## src/rtl/freq_pkg.sv

```systemverilog
// Shared constants and FSM encoding for the frequency-measurement sequencer slice.
// Latency: n/a (declarations only).
// Backpressure: n/a.
package freq_pkg;

  localparam int CNT_W_DEF       = 26;          // edge count / memory data width
  localparam int ADDR_W          = 2;           // sample memory address width
  localparam int DEPTH           = 4;           // sample memory entries
  localparam int GATE_CYCLES_DEF = 100_000_000; // 1 s gate at 100 MHz

  localparam logic [1:0] ST_IDLE  = 2'd0;
  localparam logic [1:0] ST_GATE  = 2'd1;
  localparam logic [1:0] ST_WRITE = 2'd2;

endpackage

```

## src/rtl/freq_gate_sequencer_if.sv

```systemverilog
// Write channel from the gate sequencer into the 4-entry sample memory.
// Latency: n/a (wires only).
// Backpressure: sequencer holds wr_valid/addr_w/data_w until wr_valid & wr_ready.
// Signals: wr_valid (master->slave), wr_ready (slave->master),
//          addr_w [AW] and data_w [DW] (master->slave).
interface freq_gate_sequencer_if
  import freq_pkg::*;
#(
  parameter int DW = CNT_W_DEF,
  parameter int AW = ADDR_W
) ();

  logic          wr_valid;
  logic          wr_ready;
  logic [AW-1:0] addr_w;
  logic [DW-1:0] data_w;

  modport master (output wr_valid, output addr_w, output data_w, input  wr_ready);
  modport slave  (input  wr_valid, input  addr_w, input  data_w, output wr_ready);

endinterface

```

## src/rtl/freq_edge_sync.sv

```systemverilog
// Brings the asynchronous waveform into clk and flags its rising edges.
// Latency: edge_pulse is high during the 3rd clk after the input rises.
// Backpressure: none; one pulse per synchronized rising edge.
// Ports: clk, reset_n (sync, active-low), din (async), edge_pulse (1-cycle).
module freq_edge_sync (
  input  logic clk,
  input  logic reset_n,
  input  logic din,
  output logic edge_pulse
);

  logic sync_q1;
  logic sync_q2;
  logic prev_q;

  always_ff @(posedge clk) begin
    if (!reset_n) begin
      sync_q1 <= 1'b0;
      sync_q2 <= 1'b0;
      prev_q  <= 1'b0;
    end else begin
      sync_q1 <= din;
      sync_q2 <= sync_q1;
      prev_q  <= sync_q2;
    end
  end

  assign edge_pulse = sync_q2 & ~prev_q;

endmodule

```

## src/rtl/freq_gate_sequencer.sv

```systemverilog
// Counts waveform rising edges over a fixed gate window and writes each count
// round-robin into the sample memory, then pulses the averager.
// Latency: result presented GATE_CYCLES clk after the gate opens; avg_start 1 clk after acceptance.
// Backpressure: WRITE holds the sample until wr_ready; edges in that wait are not counted.
// Ports: clk, reset_n (sync, active-low), waveform (async), run, wr (write channel
//        master), avg_start, filled, busy; ovf only when FREQ_OVF_SAT_EN is defined
//        (counter saturates instead of wrapping).
module freq_gate_sequencer
  import freq_pkg::*;
#(
  parameter int GATE_CYCLES = GATE_CYCLES_DEF,
  parameter int CNT_W       = CNT_W_DEF
) (
  input  logic                  clk,
  input  logic                  reset_n,
  input  logic                  waveform,
  input  logic                  run,
  freq_gate_sequencer_if.master wr,
  output logic                  avg_start,
  output logic                  filled,
  output logic                  busy
`ifdef FREQ_OVF_SAT_EN
  ,
  output logic                  ovf
`endif
);

  localparam int               TMR_W    = $clog2(GATE_CYCLES + 1);
  localparam logic [TMR_W-1:0] TMR_LOAD = TMR_W'(GATE_CYCLES - 1);

  logic [1:0]       state;
  logic [TMR_W-1:0] timer;
  logic [CNT_W-1:0] cnt;
  logic [CNT_W-1:0] cnt_nxt;
  logic [2:0]       fill_cnt;
  logic             edge_pulse;
`ifdef FREQ_OVF_SAT_EN
  logic             sat_hit;
  logic             sat_nxt;
`endif

  freq_edge_sync u_sync (
    .clk        (clk),
    .reset_n    (reset_n),
    .din        (waveform),
    .edge_pulse (edge_pulse)
  );

  // Next count including this cycle's edge, so the last gate cycle is counted.
  always_comb begin
    cnt_nxt = cnt;
`ifdef FREQ_OVF_SAT_EN
    sat_nxt = sat_hit;
    if (edge_pulse) begin
      if (cnt == '1) sat_nxt = 1'b1;
      else           cnt_nxt = cnt + 1'b1;
    end
`else
    if (edge_pulse) cnt_nxt = cnt + 1'b1;
`endif
  end

  always_ff @(posedge clk) begin
    if (!reset_n) begin
      state     <= ST_IDLE;
      timer     <= '0;
      cnt       <= '0;
      wr.addr_w <= '0;
      wr.data_w <= '0;
      fill_cnt  <= '0;
      avg_start <= 1'b0;
`ifdef FREQ_OVF_SAT_EN
      sat_hit   <= 1'b0;
      ovf       <= 1'b0;
`endif
    end else begin
      avg_start <= 1'b0;
      case (state)
        ST_IDLE: begin
          if (run) begin
            state   <= ST_GATE;
            timer   <= TMR_LOAD;
            cnt     <= '0;
`ifdef FREQ_OVF_SAT_EN
            sat_hit <= 1'b0;
`endif
          end
        end
        ST_GATE: begin
          cnt   <= cnt_nxt;
          timer <= timer - 1'b1;
`ifdef FREQ_OVF_SAT_EN
          sat_hit <= sat_nxt;
`endif
          if (timer == '0) begin
            state     <= ST_WRITE;
            wr.data_w <= cnt_nxt;
          end
        end
        ST_WRITE: begin
          if (wr.wr_ready) begin
            wr.addr_w <= wr.addr_w + 1'b1;
            avg_start <= 1'b1;
            if (fill_cnt != 3'(DEPTH)) fill_cnt <= fill_cnt + 3'd1;
`ifdef FREQ_OVF_SAT_EN
            ovf <= sat_hit;
`endif
            // Back-to-back gates when still running; dead time is only the handshake.
            if (run) begin
              state   <= ST_GATE;
              timer   <= TMR_LOAD;
              cnt     <= '0;
`ifdef FREQ_OVF_SAT_EN
              sat_hit <= 1'b0;
`endif
            end else begin
              state <= ST_IDLE;
            end
          end
        end
        default: state <= ST_IDLE;
      endcase
    end
  end

  assign wr.wr_valid = (state == ST_WRITE);
  assign busy        = (state != ST_IDLE);
  assign filled      = (fill_cnt == 3'(DEPTH));

endmodule

```

## src/flat_wrapper.sv

```systemverilog
// flat-port wrapper written by rule: the top's interface ports become plain ports
module freq_gate_sequencer_flat import freq_pkg::*;
#(
  parameter int GATE_CYCLES = GATE_CYCLES_DEF,
  parameter int CNT_W       = CNT_W_DEF
)
  (clk, reset_n, waveform, run, avg_start, filled, busy, wr_wr_valid, wr_addr_w, wr_data_w, wr_wr_ready);
  freq_gate_sequencer_if #(.DW(26), .AW(2)) wr_i ();
  input  logic clk;
  input  logic reset_n;
  input  logic waveform;
  input  logic run;
  output logic avg_start;
  output logic filled;
  output logic busy;
  output wire logic [$bits(wr_i.wr_valid)-1:0] wr_wr_valid;
  output wire logic [$bits(wr_i.addr_w)-1:0] wr_addr_w;
  output wire logic [$bits(wr_i.data_w)-1:0] wr_data_w;
  input wire logic [$bits(wr_i.wr_ready)-1:0] wr_wr_ready;
  assign wr_wr_valid = wr_i.wr_valid;
  assign wr_addr_w = wr_i.addr_w;
  assign wr_data_w = wr_i.data_w;
  assign wr_i.wr_ready = wr_wr_ready;
  freq_gate_sequencer #(.GATE_CYCLES(GATE_CYCLES), .CNT_W(CNT_W)) u_core (.clk(clk), .reset_n(reset_n), .waveform(waveform), .run(run), .wr(wr_i), .avg_start(avg_start), .filled(filled), .busy(busy));
endmodule
```

## config.mk

```make
export PLATFORM = sky130hd
export DESIGN_NAME = freq_gate_sequencer_flat
export DESIGN_NICKNAME = d
export VERILOG_FILES = /design/src/rtl/freq_pkg.sv /design/src/rtl/freq_gate_sequencer_if.sv /design/src/rtl/freq_edge_sync.sv /design/src/rtl/freq_gate_sequencer.sv /design/src/flat_wrapper.sv
export SDC_FILE = /design/constraint.sdc
export NUM_CORES = 1
export LEC_CHECK = 0
export ABC_CLOCK_PERIOD_IN_PS = 3080
export BUFFER_PORTS_ARGS = -buffer_cell sky130_fd_sc_hd__buf_2
export CORE_MARGIN = 1
export CORE_UTILIZATION = 35
export CTS_CLUSTER_DIAMETER = 80
export CTS_CLUSTER_SIZE = 12
export DETAILED_ROUTE_END_ITERATION = 10
export PLACE_DENSITY = 0.5
export SYNTH_ARGS = -nofsm -noshare
export SYNTH_HDL_FRONTEND = slang
export SYNTH_HIERARCHICAL = 1
export SYNTH_SLANG_ARGS = --single-unit
```

## constraint.sdc

```tcl
create_clock -name clk -period 3.08 [get_ports clk]
set_input_delay 0.154 -clock clk [delete_from_list [all_inputs] [get_ports clk]]
set_output_delay 0.154 -clock clk [all_outputs]
set_load 0.02 [all_outputs]
```

# --- Word-level counts from Yosys, hierarchy flattened ---
# Index checks and enable logic that the tools add are counted.
word_totals:
  word_cells: 46
  memories: 0
  ff_bits: 90
  mem_bits_rw: 0
  latch_bits: 0
  output_inout_bits: 32
  romBits: 0
classes:
  n_bitwise: 2
  n_addsub: 4
  div: 0
  reduce_logical: 10
  order_cmp: 0
  multipliers: 0
  muxes: 13
  n_eq_ne: 7
  shift: 0
op_table:
  columns: ["op", "count"]
  rows:
  - ["$pmux W27 S3", 1]
  - ["$mux W26", 3]
  - ["$pmux W26 S3", 1]
  - ["$mux W27", 2]
  - ["$logic_not A27 Y1", 1]
  - ["$sub A27 B1 Y27 const B", 1]
  - ["$add A26 B1 Y26 const B", 1]
  - ["$reduce_and A2 Y1", 4]
  - ["$mux W2", 3]
  - ["$pmux W2 S3", 1]
  - ["$reduce_and A3 Y1", 2]
  - ["$ne A2 B1 Y1 const B", 2]
  - ["$add A3 B1 Y3 const B", 1]
  - ["$eq A3 B3 Y1 const B", 1]
  - ["$ne A3 B3 Y1 const B", 1]
  - ["$reduce_bool A3 Y1", 1]
  - ["$add A2 B1 Y2 const B", 1]
  - ["$eq A2 B1 Y1 const B", 1]
  - ["$eq A2 B2 Y1 const B", 1]
  - ["$logic_not A2 Y1", 1]
  - ["$mux W1", 2]
  - ["$ne A2 B2 Y1 const B", 1]
  - ["$reduce_bool A2 Y1", 1]
  - ["$and A1 B1 Y1", 1]
  - ["$not A1 Y1", 1]

# --- Longest topological paths before layout ---
# Gate-level depths: netlist of the first run.
logic_depth:
  depth_word: 4
  mapped_depth: 8
  ltp_nobuf: 7

# --- By module ---
# Netlist of the first run, hierarchy kept.
by_module_without_submodules:
  columns: ["mod", "cells_each", "n_inst", "area_each_um2", "seq_area_each_um2"]
  rows:
  - ["freq_gate_sequencer", 517, 1, 4351.7, 1741.7]
  - ["freq_edge_sync", 7, 1, 92.6, 60.1]

# --- Worst setup path after synthesis of the first run ---
# Ideal clock, no wire load.
synth_timing:
  path_kind: "flip-flop to flip-flop"
  start: "register u_core.timer[3]"
  end: "register u_core.wr.data_w[0]"
  synth_period_minus_slack_ps: 2253
  n_path_buf: 1
  setup_time_ps: 81
  path_slack_ps: 827
  arrival_time_ps: 2172
  t_required_ps: 2999
  stages_incl_launch_ff: 7
  path_cell_list: "dfxtp_1 or4_4 or4_4 nor4_4 buf_6 nor2_1 a211oi_2"
synth_between:
  elab_chain_len: 2
synth_lines:
  columns: ["element", "line_no", "rtl"]
  rows:
  - ["start: declaration", "freq_gate_sequencer.sv:32", "logic [TMR_W-1:0] timer;"]
  - ["start signal: assignment", "freq_gate_sequencer.sv:91", "timer <= timer - 1'b1;"]
  - ["$logic_not A27 Y1", "freq_gate_sequencer.sv:95", "if (timer == '0) begin"]
  - ["$reduce_and A2 Y1 (no line)", null, null]
  - ["end signal: assignment", "freq_gate_sequencer.sv:97", "wr.data_w <= cnt_nxt;"]
  - ["end: declaration", "freq_gate_sequencer_if.sv:18", "modport master (output wr_valid, output addr_w, output data_w, input wr_ready);"]
# No other way between the ends.
# A chain may end at the register's enable or synchronous reset.

# --- Worst setup path in the final report of the first run ---
layout_timing:
  start: "register u_core.timer[3]"
  end: "register u_core.timer[15]"
layout_between:
  elab_chain_len: 2
layout_lines:
  columns: ["element", "line_no", "rtl"]
  rows:
  - ["$sub A27 B1 Y27", "freq_gate_sequencer.sv:91", null]
  - ["$pmux W27 S3", "freq_gate_sequencer.sv:78", "case (state)"]
# No other way between the ends.

==> flow_summary_export.csv, run 1 <==
group,metric,value,unit
cells_and_area,fin_nets,560,
clock_tree,cts_setup_buffers,0,
power,sw_frac_of_total,24.7,%
route,route.detailed.vias_per_inst,5.32,
job,maxCapViolCount,0,
place,detailedPlace.worstSlack,0.738,ns
critical_path,worst-endpoint-required,3.36,ns
clock_tree,worst_setup_hold_path_clk_slew,0.06,ns
grt,grt_max_degree,46,
floorplan,top_level_ports,37,
yosys,asyncSetResetFlopFracSynth,0,%
power,sum_of_internal_switching_and_leakage_power,2.59,mW
cells_and_area,instances_no_fill,724,
yosys,post-synth-top-area-fraction,40.5,%
yosys,synthCells,524,
floorplan,placementRows,40,
cells_and_area,post-route-util,41.8,%
route,dr.pass1.iters,4,
route,avgRoutedWirePerCell,15.0,um
clock_tree,ctsRootBufferMaster,"clkbuf_16",
yosys,synth.cells.most_frequent,"dfxtp_1, nor2_1, a21oi_1",
floorplan,floorplan.initialDensity,36.4,%
sta,hold_viol,0,
sta,setup-violations-final,0,
power,power.density_cell_area,507,nW/um^2
yosys,synth_ff_type,"dfxtp_1",
route,routed-via-count,3854,
cells_and_area,area_added_between_synthesis_and_finish,14.8,%
critical_path,crit_path_max_fanout,9,
floorplan,die_y,115,um
sta,report.final.slew_viol_count,0,
worst_hold_path,worst_hold_path_type,"in -> reg",
worst_hold_path,hold_path.startpoint,"wr_wr_ready",
yosys,mappedNetlistNets,533,
status,outcome,"complete, no violations",
critical_path,cp.arrival,2.66,ns
yosys,synth.largest_area_cell,"dfxtp_1",
critical_path,r2r_start,"u_core/timer[3]",
sta,grt_setup_unrepaired,"no",
sta,timing.setup.tns,0,ns
grt,grt_pass1_vias,3628,
grt,grt_pass1_wl,18100,um
yosys,ys_seq_elements,90,
yosys,synth.area.mux_share,0.450,%
yosys,post_synth_edffs,0,
yosys,synth_simple_gate_area_share,25.4,%
cells_and_area,layout-drive-gt1-share,15.8,%
floorplan,design.core.area,12200,um^2
cells_and_area,layout.filler_cells,1225,
floorplan,total_die_area,13200,um^2
sta,timing_worst_slew_pin_value,0.704,ns
sta,timing.max_slew.rel_slack,53.1,%
sta,finClkSkew,0.00512,ns
yosys,synth-adder-area-share,1.13,%
sta,final_clock_period_utilization_by_the_worst_path,77.5,%
cells_and_area,diodes,0,
clock_tree,tritoncts,"yes",
yosys,synth_seq_area_share,40.5,%
yosys,share_of_the_synthesized_area_in_compound_gates_ao_oa_aoi_oai,20.6,%
yosys,synth-xor-area-share,7.49,%
floorplan,die_w,115,um
cells_and_area,multi_input_comb_area,2440,um^2
sta,final_period_demand_of_the_worst_path,2.39,ns
sta,fin_worst_hold_slack,0.133,ns
route,initialDrtViolationCount,256,
route,antenna_left,0,
grt,globalRouteOverflowTotal,0,
clock_tree,clock_insertion_delay_worst_skew,0.35,ns
grt,grt_util_all_layers,17.8,%
place,place.gp.congestion,0.801,
yosys,netlist_area,4440,um^2
yosys,syn_area_per_cell,8.48,um^2
yosys,yosys_warnings,6,
power,p_clk_share,43.8,%
power,cell_internal_pwr,1.95,mW
cells_and_area,fin_area,5100,um^2
critical_path,timing_worst_setup_path_type,"reg -> reg",
place,io_buffer_count,36,
clock_tree,clock_tree.htree_level_count,3,
critical_path,timing.critical_path.to_type,"register",
power,combinational_fraction_of_design_power,8.6,%
power,ir_drop,189,uV
critical_path,critPathLaunchType,"register",
critical_path,critical_path_source,"u_core/timer[3]",
power,leakage,1.80,nW
sta,fin_ws,0.692,ns
yosys,synth.area.top_cells,"dfxtp_1, nor2_1, a21oi_1",
route,finalWirelength,10800,um
power,net-switching-power,0.640,mW
grt,antenna_violations_before_repair,0,
place,post-place-cells,707,
clock_tree,cts-root-to-sink-buffers,2,
cells_and_area,sequential_cell_area,1800,um^2
place,dp_hpwl,7250,um
yosys,cell_with_the_most_instances_after_synthesis,"dfxtp_1",
yosys,synth_cell_type_count,52,
route,drc,0,
power,seq_power_share,47.5,%
clock_tree,tritoncts_num_sinks,90,
yosys,main_combinational_cell_family_by_area_after_synthesis,"simple AND/OR/NAND/NOR gates",
clock_tree,numCtsBuffers,9,
place,placed_area,4790,um^2
sta,timing.fmax,419,MHz
[path summary, 6_finish.rpt]
path | endpoint | slack, ns | cells past startpoint
worst max-delay path | u_core/timer[15] | 0.69 | 6
worst min-delay path | u_core/state[1] | 0.13 | 4
worst max register to register | u_core/timer[15] | 0.69 | 6
worst min register to register | u_core/u_sync/sync_q2 | 0.43 | 1
[logic make-up (layout without fill, tap and decap cells)]
logic type,count (synthesis),in the layout
buffers and inverters,45,77
AOI/OAI and AO/OA,134,134
and+or+nand+nor,211,211
muxes,2,2
adders and majority gates,4,4
DFF,90,90
xor gates and xnor gates,38,38
[power by group through the flow]
stage          sequential (mW)  clock [mW]  combinational (mW)
2_1_floorplan             1.25           0               0.165
3_3_place_gp              1.25           0               0.218
3_5_place_dp              1.25           0               0.223
4_1_cts                   1.23        1.16               0.225
5_1_grt                   1.23        1.21               0.251
6_report                  1.23        1.13               0.223
[placed cells by master (no fill, tap or decap), drive strengths merged, types with 13 or more instances in the layout]
cell     n
xnor2   16
nand2   27
nor3    16
o21ai   32
nor2    65
a21oi   47
xor2    22
or3     13
clkbuf  14
buf     50
a211oi  16
nand3   16
dfxtp   90
nand4   17
[metal layers]
layer  vias up  track usage [%]  wire, um
met5         -                0         0
met4         0             8.66       217
met3        15             2.75       307
met2        66             28.7      5040
met1      1806             23.1      5270
li1       1967                -         -
[state kept, by name, indices dropped and copies added (netlist names)]
name,cells
u_core/u_sync/sync_q2,1
u_core/u_sync/sync_q1,1
u_core/fill_cnt,3
u_core/u_sync/prev_q,1
u_core/wr.addr_w,2
u_core/timer,27
u_core/avg_start,1
u_core/state,2
u_core/cnt,26
u_core/wr.data_w,26
[layout make-up]
type | count | share of cell area (%)
clock inverter | 2 | 0.687
sequential | 90 | 35.3
clock buffer | 14 | 5.18
inverter | 10 | 0.736
multi-input combinational | 389 | 47.9
timing repair buffer | 51 | 6.04
tap | 168 | 4.12
[worst max-delay path, cell delays in order (launching register included)]
cell and delay (ns):
dfxtp_1 0.36, or4_4 0.59, a2111oi_4 0.36, buf_4 0.25, nand3_1 0.17, or4_1 0.43, a31oi_1 0.16
[repair_timing]
item                      in CTS  in global routing
hold endpoints to repair       1                  0
gates resized for setup        0                  0
hold buffers                   1                  0
Power figures use the tool's default switching activity.
==> inputs of run 2 (changes only) <==
- ABC_CLOCK_PERIOD_IN_PS: 3080 -> 2400
- clock period: 3.08 -> 2.4 ns (I/O delays scaled with it)
==> flow_summary_export.csv, run 2 (synthesized netlist as in run 1, its figures left out) <==
group,metric,value,unit
cells_and_area,layout.filler_cells,1269,
cells_and_area,largest-register,"u_core/timer",
power,seq_power_share,46.7,%
place,dp_hpwl,7320,um
cells_and_area,instances_no_fill,734,
power,sw_frac_of_total,24.5,%
route,drc,0,
cells_and_area,layout.cells.most_common_list,"dfxtp_1, nor2_1, a21oi_1",
critical_path,critPathLaunchType,"register",
sta,finClkSkew,0.0112,ns
grt,grt_pass1_wl,18400,um
grt,grt_util_all_layers,18.0,%
sta,setup-violations-final,0,
route,top_signal_layer_used,"met4",
cells_and_area,layout.cells.most_common,"dfxtp_1",
floorplan,design.core.area,12200,um^2
route,routed-via-count,3954,
route,antenna_left,0,
clock_tree,tritoncts,"yes",
cells_and_area,largest_register_ffs,27,
floorplan,placementRows,40,
route,dr.pass1.iters,4,
place,post-place-cells,715,
critical_path,crit_path_max_fanout,11,
power,cell_internal_pwr,2.55,mW
route,initialDrtViolationCount,242,
clock_tree,cts-root-to-sink-buffers,2,
sta,final_clock_period_utilization_by_the_worst_path,95.1,%
grt,grt_pass1_vias,3629,
cells_and_area,area_added_between_synthesis_and_finish,18.1,%
critical_path,cp.arrival,2.48,ns
route,finalWirelength,11400,um
sta,fin_ws,0.117,ns
power,p_clk_share,44.3,%
route,route.detailed.vias_per_inst,5.39,
clock_tree,tritoncts_num_sinks,90,
route,post_route_met1_wirelength,5430,um
floorplan,die_y,115,um
floorplan,floorplan.initialDensity,36.4,%
place,io_buffer_count,36,
worst_hold_path,worst_hold_path_type,"in -> reg",
cells_and_area,fin_nets,571,
clock_tree,ctsRootBufferMaster,"clkbuf_16",
clock_tree,clock_tree.htree_level_count,3,
sta,timing.max_slew.rel_slack,45.4,%
sta,report.final.slew_viol_count,0,
cells_and_area,post-route-util,43.0,%
sta,hold_viol,0,
place,place.gp.congestion,0.790,
cells_and_area,layout-drive-gt1-share,18.6,%
critical_path,worst-endpoint-required,2.60,ns
floorplan,die_w,115,um
grt,grt_max_degree,46,
power,power.density_cell_area,644,nW/um^2
power,ir_drop,439,uV
cells_and_area,top_regs,"u_core/timer (27), u_core/cnt (26), u_core/wr.data_w (26)",
sta,timing.fmax,438,MHz
sta,timing_worst_slew_pin_value,0.818,ns
power,leakage,1.87,nW
route,met2_length,5530,um
power,net-switching-power,0.826,mW
critical_path,timing.critical_path.to_type,"register",
grt,globalRouteOverflowTotal,0,
clock_tree,worst_setup_hold_path_clk_slew,0.07,ns
job,maxCapViolCount,0,
floorplan,top_level_ports,37,
clock_tree,numCtsBuffers,9,
grt,antenna_violations_before_repair,0,
route,met3_length,344,um
route,avgRoutedWirePerCell,15.5,um
place,detailedPlace.worstSlack,0.0731,ns
power,combinational_fraction_of_design_power,9.0,%
sta,final_period_demand_of_the_worst_path,2.28,ns
cells_and_area,diodes,0,
sta,timing.setup.tns,0,ns
floorplan,total_die_area,13200,um^2
clock_tree,clock_insertion_delay_worst_skew,0.35,ns
status,outcome,"complete, no violations",
critical_path,timing_worst_setup_path_type,"reg -> reg",
-- run 2: cell types whose count changed in the layout (fill, tap and decap cells not counted), sizes merged --
cell / change
clkinvlp: +2
clkbuf: -3
buf: +10
bufinv: +1
-- run 2: worst max-delay path, cell delays in order (launching register included) --
cell	delay, ns
dfxtp_1	0.34
or4_4	0.55
or4_4	0.45
nor4_4	0.27
buf_6	0.17
buf_6	0.17
nand2b_1	0.13
a21oi_2	0.05
-- run 2: layout make-up --
cell class,instances,area (um^2),area share (%)
Multi-Input combinational cell,389,2460,46.9
Sequential cell,90,1800,34.4
Timing Repair Buffer,62,428,8.15
Clock buffer,10,229,4.36
Tap cell,168,210,4.01
Clock inverter,5,80.1,1.53
Inverter,10,37.5,0.715
-- run 2: path summary, 6_finish.rpt --
kind,start,to,slack (ns),depth (start not counted)
min reg2reg,u_core/u_sync/sync_q1,u_core/u_sync/sync_q2,0.43,1
max,u_core/timer[4],u_core/wr.data_w[20],0.12,7
min,run,u_core/state[0],0.11,3
max reg2reg,u_core/timer[4],u_core/wr.data_w[20],0.12,7
-- run 2: metrics by stage --
stage	cell area (um^2)	total power, mW	hold WS (ns)
after global placement	4860	1.91	0.327
after detailed placement	4860	1.91	0.329
after CTS	5180	3.42	0.0951
after floorplan	4440	1.81	0.242
final	5250	3.38	0.113
after global routing	5250	3.53	0.115
-- run 2: timing repair --
| item | in CTS | in global routing |
|---|---|---|
| resized for setup | 0 | 9 |
| hold endpoints to repair | 1 | 0 |
| setup endpoints to repair | 0 | 26 |
| setup buffers | 0 | 1 |
| hold buffers | 1 | 0 |
-- run 2: layer usage --
metal,global-route usage [%],vias to the layer above
met5,0,-
met4,5.37,0
met3,4.82,4
met2,30.3,55
met1,22.4,1909
li1,-,1986
-- run 2: power by group through the flow --
stage | logic (mW) | registers, mW | clock network, mW
after floorplan | 0.212 | 1.60 | 0
after global placement | 0.298 | 1.61 | 0
after detailed placement | 0.303 | 1.61 | 0
after CTS | 0.305 | 1.58 | 1.54
after global routing | 0.343 | 1.58 | 1.61
final | 0.305 | 1.58 | 1.50
==> inputs of run 3 (changes only) <==
- CORE_UTILIZATION: 35 -> 55
- HOLD_SLACK_MARGIN: default -> 0.12
- PLACE_DENSITY: 0.5 -> 0.73
==> flow_summary_export.csv, run 3 (synthesized netlist as in run 1, its figures left out) <==
group,metric,value,unit
cells_and_area,diodes,0,
cells_and_area,area_added_between_synthesis_and_finish,13.3,%
cells_and_area,layout-drive-gt1-share,17.4,%
route,route.detailed.vias_per_inst,6.02,
cells_and_area,fin_nets,569,
sta,finClkSkew,0.0146,ns
sta,timing.setup.tns,0,ns
status,outcome,"complete, no violations",
worst_hold_path,worst_hold_path_type,"in -> reg",
power,sw_frac_of_total,24.8,%
place,io_buffer_count,36,
critical_path,timing.critical_path.to_type,"register",
sta,grt_setup_unrepaired,"no",
sta,hold_viol,0,
clock_tree,tritoncts,"yes",
clock_tree,worst_setup_hold_path_clk_slew,0.08,ns
route,finalWirelength,10100,um
floorplan,die_y,91.9,um
power,leakage,1.82,nW
floorplan,placementRows,32,
floorplan,die_w,91.9,um
job,maxCapViolCount,0,
critical_path,crit_path_max_fanout,45,
cells_and_area,layout.cells.most_common,"dfxtp_1",
grt,grt_util_all_layers,25.1,%
sta,timing.fmax,440,MHz
power,cell_internal_pwr,2.28,mW
clock_tree,clock_tree.htree_level_count,3,
place,place.gp.congestion,0.906,
grt,antenna_violations_before_repair,0,
power,net-switching-power,0.751,mW
cells_and_area,largest-register,"u_core/timer",
sta,setup-violations-final,0,
floorplan,design.core.area,7770,um^2
power,p_clk_share,38.2,%
route,avgRoutedWirePerCell,15.2,um
cells_and_area,layout.cells.most_common_list,"dfxtp_1, nor2_1, a21oi_1",
cells_and_area,largest_register_ffs,27,
critical_path,critical-path-top-delay-family,"simple AND/OR/NAND/NOR gates",
floorplan,top_level_ports,37,
cells_and_area,fin_area,5040,um^2
route,dr.pass1.iters,4,
route,antenna_left,0,
grt,globalRouteOverflowTotal,0,
power,seq_power_share,51.9,%
place,dp_hpwl,6950,um
critical_path,crit_path_cell_trace,"or4_4 -> or4_4 -> nor4_4 -> buf_12 -> nor2_1 -> a211oi_1",
critical_path,crit_path_frequent_cell,"or4_4",
power,combinational_fraction_of_design_power,9.9,%
grt,grt_pass1_wl,17300,um
clock_tree,cts_setup_buffers,0,
critical_path,worst-endpoint-required,2.67,ns
critical_path,cp.arrival,2.54,ns
grt,grt_max_degree,46,
sta,timing.max_slew.rel_slack,56.8,%
clock_tree,numCtsBuffers,9,
critical_path,critical_path_buf_inv_count,1,
power,ir_drop,300,uV
route,initialDrtViolationCount,252,
cells_and_area,top_regs,"u_core/timer (27), u_core/cnt (26), u_core/wr.data_w (26)",
critical_path,critPathLaunchType,"register",
clock_tree,tritoncts_num_sinks,90,
clock_tree,ctsRootBufferMaster,"clkbuf_8",
critical_path,critPathSlowestCell,"or4_4",
place,placed_area,4770,um^2
grt,grt_pass1_vias,3742,
power,power.density_cell_area,602,nW/um^2
sta,final_period_demand_of_the_worst_path,2.27,ns
clock_tree,clock_insertion_delay_worst_skew,0.36,ns
sta,final_clock_period_utilization_by_the_worst_path,94.7,%
route,routed-via-count,4012,
sta,timing_worst_slew_pin_value,0.648,ns
critical_path,cp_slowest_stage_delay,0.55,ns
clock_tree,cts-root-to-sink-buffers,2,
route,drc,0,
floorplan,total_die_area,8440,um^2
floorplan,floorplan.initialDensity,57.2,%
sta,report.final.slew_viol_count,0,
critical_path,timing_worst_setup_path_type,"reg -> reg",
## run 3: cell type report
type | instances | area (um^2)
Sequential cell | 90 | 1800
Tap cell | 102 | 128
Inverter | 10 | 37.5
Clock buffer | 11 | 151
Multi-Input combinational cell | 389 | 2450
Clock inverter | 4 | 75.1
Timing Repair Buffer | 60 | 393
Fill cell | 680 | 2730
## run 3: timing repair
action | CTS | global route
endpoints found under the hold margin | 4 | 0
endpoints found under the setup margin | 0 | 1
gates resized for setup | 0 | 1
hold buffers | 3 | 0
## run 3: tightest hold or removal path, cell delays in order
cell and delay (ns):
buf_2 0.20, o21ai_0 0.11, a21oi_1 0.04
## run 3: stage by stage
stage | instances | hold WS [ns] | setup WS (ns) | util [%] | power [mW]
after floorplan | 524 | 0.242 | 0.147 | - | 1.81
after global placement | 648 | 0.330 | 0.237 | 61.5 | 1.89
after detailed placement | 648 | 0.335 | 0.159 | 61.5 | 1.90
after CTS | 666 | 0.157 | 0.149 | 64.8 | 3.05
final | 666 | 0.167 | 0.126 | 64.8 | 3.03
after global routing | 666 | 0.172 | 0.00860 | 64.8 | 3.16
## run 3: routing by layer
metal | wire length (um) | global-route usage (%)
met4 | 124 | 8.59
met2 | 4870 | 40.6
met5 | 0 | 0
met3 | 439 | 4.73
met1 | 4700 | 33.5
## run 3: power by group through the flow
| stage | clock network [mW] | registers (mW) | logic [mW] |
|---|---|---|---|
| 2_1_floorplan | 0 | 1.60 | 0.212 |
| 3_3_place_gp | 0 | 1.60 | 0.283 |
| 3_5_place_dp | 0 | 1.61 | 0.290 |
| 4_1_cts | 1.19 | 1.57 | 0.296 |
| 5_1_grt | 1.24 | 1.58 | 0.334 |
| 6_report | 1.16 | 1.57 | 0.299 |
## run 3: worst paths after layout
| check | start | cells after the start | endpoint | slack, ns |
|---|---|---|---|---|
| max | u_core/timer[4] | 6 | u_core/wr.data_w[7] | 0.13 |
| min | reset_n | 3 | u_core/wr.data_w[14] | 0.17 |
| max reg2reg | u_core/timer[4] | 6 | u_core/wr.data_w[7] | 0.13 |
| min reg2reg | u_core/u_sync/sync_q1 | 1 | u_core/u_sync/sync_q2 | 0.44 |
